==> src/rtl/cardinal_nic.sv <==
`default_nettype none
// ============================================================================
//  Module   : cardinal_nic
//  Purpose  : Register-mapped network interface between cardinal_processor
//             and the on-chip router. Holds a one-entry input channel buffer
//             (router -> processor) and a one-entry output channel buffer
//             (processor -> router). The processor polls the status
//             registers; there are no interrupts.
//  Ports    :
//    clk          in   system clock, all state on the rising edge
//    reset        in   asynchronous active-low reset
//    nic_addr     in   register select (0 in_buf, 1 in_status,
//                      2 out_buf, 3 out_status)
//    d_out        in   processor write data
//    nicEn        in   access enable
//    nicWrEn      in   1 = write, 0 = read (qualified by nicEn)
//    nic_data     out  processor read data (combinational)
//    net_si       in   router -> NIC send strobe
//    net_ri       out  NIC ready to accept from router
//    net_di       in   router -> NIC packet
//    net_so       out  NIC -> router send strobe
//    net_ro       in   router ready to accept from NIC
//    net_do       out  NIC -> router packet
//    net_polarity in   router cycle polarity (even/odd VC phase)
//  Bit order: data buses are [0:DATA_WIDTH-1]; bit 0 is the MSB and
//             carries the virtual-channel bit.
//  Revision : 1.0  initial release
// ============================================================================
module cardinal_nic #(
    parameter int DATA_WIDTH = 64,
    parameter int ADDR_WIDTH = 3
) (
    input  logic                    clk,
    input  logic                    reset,
    input  logic [0:ADDR_WIDTH-1]   nic_addr,
    input  logic [0:DATA_WIDTH-1]   d_out,
    input  logic                    nicEn,
    input  logic                    nicWrEn,
    output logic [0:DATA_WIDTH-1]   nic_data,
    input  logic                    net_si,
    output logic                    net_ri,
    input  logic [0:DATA_WIDTH-1]   net_di,
    output logic                    net_so,
    input  logic                    net_ro,
    output logic [0:DATA_WIDTH-1]   net_do,
    input  logic                    net_polarity
);

    localparam logic [ADDR_WIDTH-1:0] c_ADDR_IN_BUF     = ADDR_WIDTH'(0);
    localparam logic [ADDR_WIDTH-1:0] c_ADDR_IN_STATUS  = ADDR_WIDTH'(1);
    localparam logic [ADDR_WIDTH-1:0] c_ADDR_OUT_BUF    = ADDR_WIDTH'(2);
    localparam logic [ADDR_WIDTH-1:0] c_ADDR_OUT_STATUS = ADDR_WIDTH'(3);

    logic [0:DATA_WIDTH-1] r_in_buf;
    logic                  r_in_full;
    logic [0:DATA_WIDTH-1] r_out_buf;
    logic                  r_out_full;

    logic w_rd;
    logic w_wr;
    logic w_rd_in_buf;
    logic w_wr_out_buf;
    logic w_accept;
    logic w_send;

    assign w_rd         = nicEn & ~nicWrEn;
    assign w_wr         = nicEn &  nicWrEn;
    assign w_rd_in_buf  = w_rd & (nic_addr == c_ADDR_IN_BUF);
    assign w_wr_out_buf = w_wr & (nic_addr == c_ADDR_OUT_BUF);

    // Ready is forced low while reset is held, even though the buffer is empty.
    assign net_ri   = reset & ~r_in_full;
    assign w_accept = net_si & net_ri;

    // Send only when the buffered packet's VC bit matches the current phase.
    assign w_send = r_out_full & net_ro & (r_out_buf[0] == net_polarity);
    assign net_so = w_send;
    assign net_do = r_out_buf;

    always_ff @(posedge clk or negedge reset) begin
        if (!reset) begin
            r_in_buf   <= '0;
            r_in_full  <= 1'b0;
            r_out_buf  <= '0;
            r_out_full <= 1'b0;
        end else begin
            // Input channel. A receive can only coincide with an addr-0 read
            // when the buffer is empty (net_ri high), in which case the read
            // returns the stale contents and the new packet must stay valid.
            if (w_accept) begin
                r_in_buf  <= net_di;
                r_in_full <= 1'b1;
            end else if (w_rd_in_buf) begin
                r_in_full <= 1'b0;
            end

            // Output channel. A write seen while full is dropped even if the
            // buffer drains on this same edge.
            if (w_send) begin
                r_out_full <= 1'b0;
            end else if (w_wr_out_buf && !r_out_full) begin
                r_out_buf  <= d_out;
                r_out_full <= 1'b1;
            end
        end
    end

    always_comb begin
        nic_data = '0;
        if (reset && w_rd) begin
            case (nic_addr)
                c_ADDR_IN_BUF:     nic_data = r_in_buf;
                c_ADDR_IN_STATUS:  nic_data = {{(DATA_WIDTH-1){1'b0}}, r_in_full};
                c_ADDR_OUT_STATUS: nic_data = {{(DATA_WIDTH-1){1'b0}}, r_out_full};
                default:           nic_data = '0;
            endcase
        end
    end

endmodule
`default_nettype wire

==> config.mk <==
export PLATFORM = sky130hd
export DESIGN_NAME = cardinal_nic
export DESIGN_NICKNAME = d
export VERILOG_FILES = /design/src/rtl/cardinal_nic.sv
export SDC_FILE = /design/constraint.sdc
export NUM_CORES = 1
export LEC_CHECK = 0
export CORE_ASPECT_RATIO = 0.7
export CORE_UTILIZATION = 40
export CTS_CLUSTER_SIZE = 8
export DETAILED_ROUTE_END_ITERATION = 16
export GPL_TIMING_DRIVEN = 0
export PLACE_DENSITY_LB_ADDON = 0.08
export SETUP_SLACK_MARGIN = 0.15
export SYNTH_ARGS = -nofsm -noshare
export SYNTH_HDL_FRONTEND = slang
export SYNTH_SLANG_ARGS = --single-unit
==> constraint.sdc <==
create_clock -name clk -period 1.9 [get_ports clk]
set_input_delay 0.38 -clock clk [delete_from_list [all_inputs] [get_ports clk]]
set_output_delay 0.38 -clock clk [all_outputs]
set_load 0.1 [all_outputs]
### Word-level counts from Yosys, hierarchy flattened

Cells that the tools add are included.
Widths: inputs -> output; s select.

| word-level totals | value |
|---|---|
| register bits | 130 |
| input port bits | 138 |
| output and inout bits | 130 |

| cells by class | value |
|---|---|
| equal/unequal tests | 4 |
| multiplexer cells | 6 |
| bitwise gates (word level) | 11 |
| reductions and logical operators | 7 |

Operators by type and width:

| cell | count |
|---|---|
| $pmux 64 s3 | 1 |
| $mux 64 | 1 |
| $and 1x1->1 | 8 |
| $eq 3x2->1 const B | 2 |
| $mux 1 | 4 |
| $reduce_bool 2->1 | 2 |
| $eq 3x1->1 const B | 1 |
| $logic_not 3->1 | 1 |
| $not 1->1 | 3 |
| $logic_and 1x1->1 | 2 |
| $reduce_and 2->1 | 1 |
| $eq 1x1->1 | 1 |
| $logic_not 1->1 | 1 |

### Longest topological paths before layout

| depth | value |
|---|---|
| word-level depth | 5 |
| gate-level depth with buffers | 5 |
| mapped depth without buffers | 3 |

### Least setup slack after synthesis

OpenSTA, ideal clock, no wires.

| timing | value |
|---|---|
| path kind | register to register |
| start | register r_in_full |
| end | register r_in_buf[25] (netlist name) |
| library setup time | 0.125 ns |
| arrival | 2.710 ns |
| setup slack | -0.934 ns |
| cell stages (with the launch flop) | 6 |
| buffers on the path | 2 |
| clock period less this slack | 2.834 ns |
| cell sequence | dfrtp_1 > nor2b_1 > nand2_1 > clkbuf_1 > clkbuf_1 > mux2_2 |

| between the ends | value |
|---|---|
| longest elaborated chain between the ends | 3 |

RTL lines:

| item | RTL line | RTL |
|---|---|---|
| from (decl) | 55 | `logic r_in_full;` |
| from (signal assigned) | 83 | `r_in_full <= 1'b0;` |
| from (signal assigned) | 92 | `r_in_full <= 1'b1;` |
| from (signal assigned) | 94 | `r_in_full <= 1'b0;` |
| $not 1->1 | 72 | `assign net_ri = reset & ~r_in_full;` |
| $and 1x1->1 | 72 |  |
| named net net_ri | 41 | `output logic net_ri,` |
| $and 1x1->1 | 73 | `assign w_accept = net_si & net_ri;` |
| to (signal assigned) | 91 | `r_in_buf <= net_di;` |
| to (decl) | 54 | `logic [0:DATA_WIDTH-1] r_in_buf;` |

The timed path passes the listed nets, and every way through them passes these cells.
A chain may end at the register's enable or synchronous reset.

### Worst setup path in the final report

| timing | value |
|---|---|
| start | input nicWrEn |
| end | output nic_data[42] (netlist name) |

| between the ends | value |
|---|---|
| longest elaborated chain between the ends | 4 |

RTL lines:

| item | RTL line | RTL |
|---|---|---|
| from (decl) | 38 | `input logic nicWrEn,` |
| $not 1->1 | 66 | `assign w_rd = nicEn & ~nicWrEn;` |
| $and 1x1->1 | 66 |  |
| $logic_and 1x1->1 | 110 | `if (reset && w_rd) begin` |
| $mux 64 | 110 |  |
| to (decl) | 39 | `output logic [0:DATA_WIDTH-1] nic_data,` |

Every way passes these cells.

==> results by group <==
Yosys
  • Synthesized cell area: 5330 µm²
  • Seq/Total Area, Yosys: 0.610
  • XOR/XNOR share of the synthesized area: 0.00164
  • Post-synthesis mux area share: 0.272
  • Post-Synth Simple-Gate Area: 0.0889
  • YS warnings: 0
  • Post-Synth Adder-Cell Area: 0
  • Compound-Gate Fraction of Synth Area: 0.00469
  • Largest family of logic cells by synthesized area: multiplexers
  • Post-Syn Nets: 495
  • Yosys cell types: 21
  • Post-Synthesis Cells: between 300 and 400
  • Syn Area/Cell: 14.9 µm²
  • Yosys reg bits: 130

Worst setup path
  • Cell Chain, Critical Path: buf_8 > nand4bb_4 > nor3_4 > buf_6 > buf_16 > clkbuf_16 > and2_4 > buf_12
  • Worst path top cell family by delay: buffers and inverters
  • Required @ worst endpoint: 1520 ps
  • CP arrival: 1630 ps
  • CP max FO: 5
  • CP Capture Type: primary output
  • Critical Path Slowest Stage Cell: nand4bb_4
  • Critical path launch point type: input port
  • Crit path buf inv count: 5
  • Max incr delay on CP: 230 ps
  • Crit Path Class: input port to primary output

Clocking
  • Num CTS Buffers: 17
  • Root buffer cell: clkbuf_16
  • Worst-Skew Late Latency: 410 ps
  • # clock sinks: 130
  • Clock transition at path regs: about 70 ps
  • CTS tree: done
  • H-tree levels: 4
  • CTS Buffer Depth: 2

Timing
  • RSZ-0062 raised after global routing: yes
  • Post-route clock period utilization: 1.06
  • Final setup viols: 63
  • Crit path time final: 2010 ps
  • Worst slew pin tran: just over 800 ps
  • Final slew viol count: 0
  • Final Worst Setup Slack: -109 ps
  • Fmax: 0.498 GHz
  • Worst Clk Skew: 9.70 ps
  • Slew margin rel.: 0.446
  • Endpoints failing hold: 0

Die
  • Starting Density: 0.419
  • Full die area: around 14000 µm²
  • IO Pins: 268
  • Die width: 140 µm
  • FP Rows: 34
  • Die Height: 98.6 µm
  • CORE AREA: 12700 µm²

Layout
  • Fill cell count: 655
  • Area delta synth->final: 97.4%
  • Final Non-Filler Cells: ~850
  • Most frequent cells in the layout: 130 x clkdlybuf4s50_1, 128 x dfrtp_1, 68 x mux2_2, 68 x buf_12, 61 x and2_4
  • Most common cell after layout, fill and taps aside: clkdlybuf4s50_1
  • Layout cell share with drive strength beyond 1: 0.606
  • NumNets Final: around 800
  • Final Util: 0.828
  • # diodes: 0

Run
  • Max Cap Violations: 0

Detailed routing
  • DRC: 0
  • Initial DRC count: 92
  • Wire per inst: 20.4 µm
  • Vias: 4164
  • Routed WL: 17300 µm
  • Antenna viol nets, final: 0
  • Router iterations before antenna repair: 4
  • Post-DR vias/cell: around 4.9

Placement
  • DP HPWL: around 11000 µm
  • Port bufs: 267
  • Final GP Congestion: around 0.75
  • Placed Cells: 787

Global route
  • Largest net degree at the start of global routing: 34
  • Vias in the first global route: between 4000 and 5000
  • GRT Total Usage: 0.264
  • Initial antenna violation count: 0
  • Total grt overflow: 0
  • Global-route wire length before repair: 27000 µm

Power and ir drop
  • Leak: about 4.7 nW
  • Pwr/cell area: approximately 1500 nW/µm²
  • Peak VDD IR: 1.34 mV

Outcome
  • Violations in the final reports: setup timing
  • Status: finished, violations left

Min path
  • Worst hold path type: input port to async pin
-- final timing paths --
path,slack (ps),startpoint,to,cells after the start
max in group asynchronous,650,reset,net_do[49],2
worst min-delay path,30,reset,net_do[21],2
worst max register to register,320,r_in_full,r_in_buf[11],5
min in group clk,310,nicWrEn,r_in_full,4
worst min register to register,500,r_in_buf[30],r_in_buf[30],1
worst max-delay path,-110,nicWrEn,nic_data[42],8
-- metal layers --
layer  part of all wire  track usage  up-vias  wire, µm
li1                   -            -     1862         -
met1               0.40        0.307     2107      6860
met2               0.52        0.469      170      9060
met3              0.066       0.0816       25      1150
met4              0.014       0.0769        0       243
met5                  0            0        -         0
-- synthesized netlist by cell type --
cell | n | share of area
dfrtp_1 | 130 | 0.61
mux2_2 | 123 | 0.26
and2_1 | 63 | 0.074
clkbuf_1 | 9 | 0.0063
buf_6 | 6 | 0.013
mux2_1 | 5 | 0.011
buf_2 | 4 | 0.0038
nand2_1 | 3 | 0.0021
nor2_1 | 2 | 0.0014
and3_1 | 1 | 0.0012
mux2i_1 | 1 | 0.0019
nand3_1 | 1 | 0.00094
nand4bb_1 | 1 | 0.0021
nor2b_1 | 1 | 0.0012
nor3_1 | 1 | 0.00094
nor3_4 | 1 | 0.0031
o21a_1 | 1 | 0.0014
o21ba_2 | 1 | 0.0019
o31ai_1 | 1 | 0.0014
or3b_4 | 1 | 0.0021
xnor2_1 | 1 | 0.0016
-- through the flow --
step	hold slack, ps	total power, mW	area, µm²	setup WS, ps	TNS, ps
after floorplan	84.4	10.2	5870	43.4	0
after CTS	18.5	15.7	10600	-162	-7560
final	30.2	15.7	10500	-109	-4430
after global placement	480	11.9	8740	-6290	-1388190
after detailed placement	420	12.1	8770	-2020	-200180
after global routing	23.9	16.2	10500	-177	-8220
-- logic make-up after synthesis --
| kind of cell | Yosys count |
|---|---|
| mux | 129 |
| compound gates | 3 |
| xor+xnor | 1 |
| buf+inv | 19 |
| simple gates | 75 |
| flops | 130 |
-- sequential cells by signal, summed over array words and instances (netlist names) --
name        flops
net_do         64
r_in_buf       64
r_in_full       1
r_out_full      1
-- timing repair --
action | CTS | global route
resized for setup | 817 | 67
setup buffers | 10 | 5
setup endpoints to repair | 258 | 115
hold endpoints to repair | 66 | 0
pin swaps | 3 | 4
gates cloned | 10 | 0
hold buffers | 4 | 0
-- report_power, final --
part | switching [mW] | internal, mW
combinational | 5.06 | 2.39
sequential | 0.738 | 4.01
clock | 1.29 | 2.21
-- area by class of cell --
class	instances	area (µm²)	area share
multi-input cells	208	2400	0.228
flip-flops and latches	130	3260	0.309
clock buffers	17	425	0.0404
clock inverters	15	205	0.0195
well taps	162	203	0.0192
repair buffers	297	3750	0.356
plain buffers	19	294	0.0279
No activity file was read; power rests on OpenSTA's default activity.
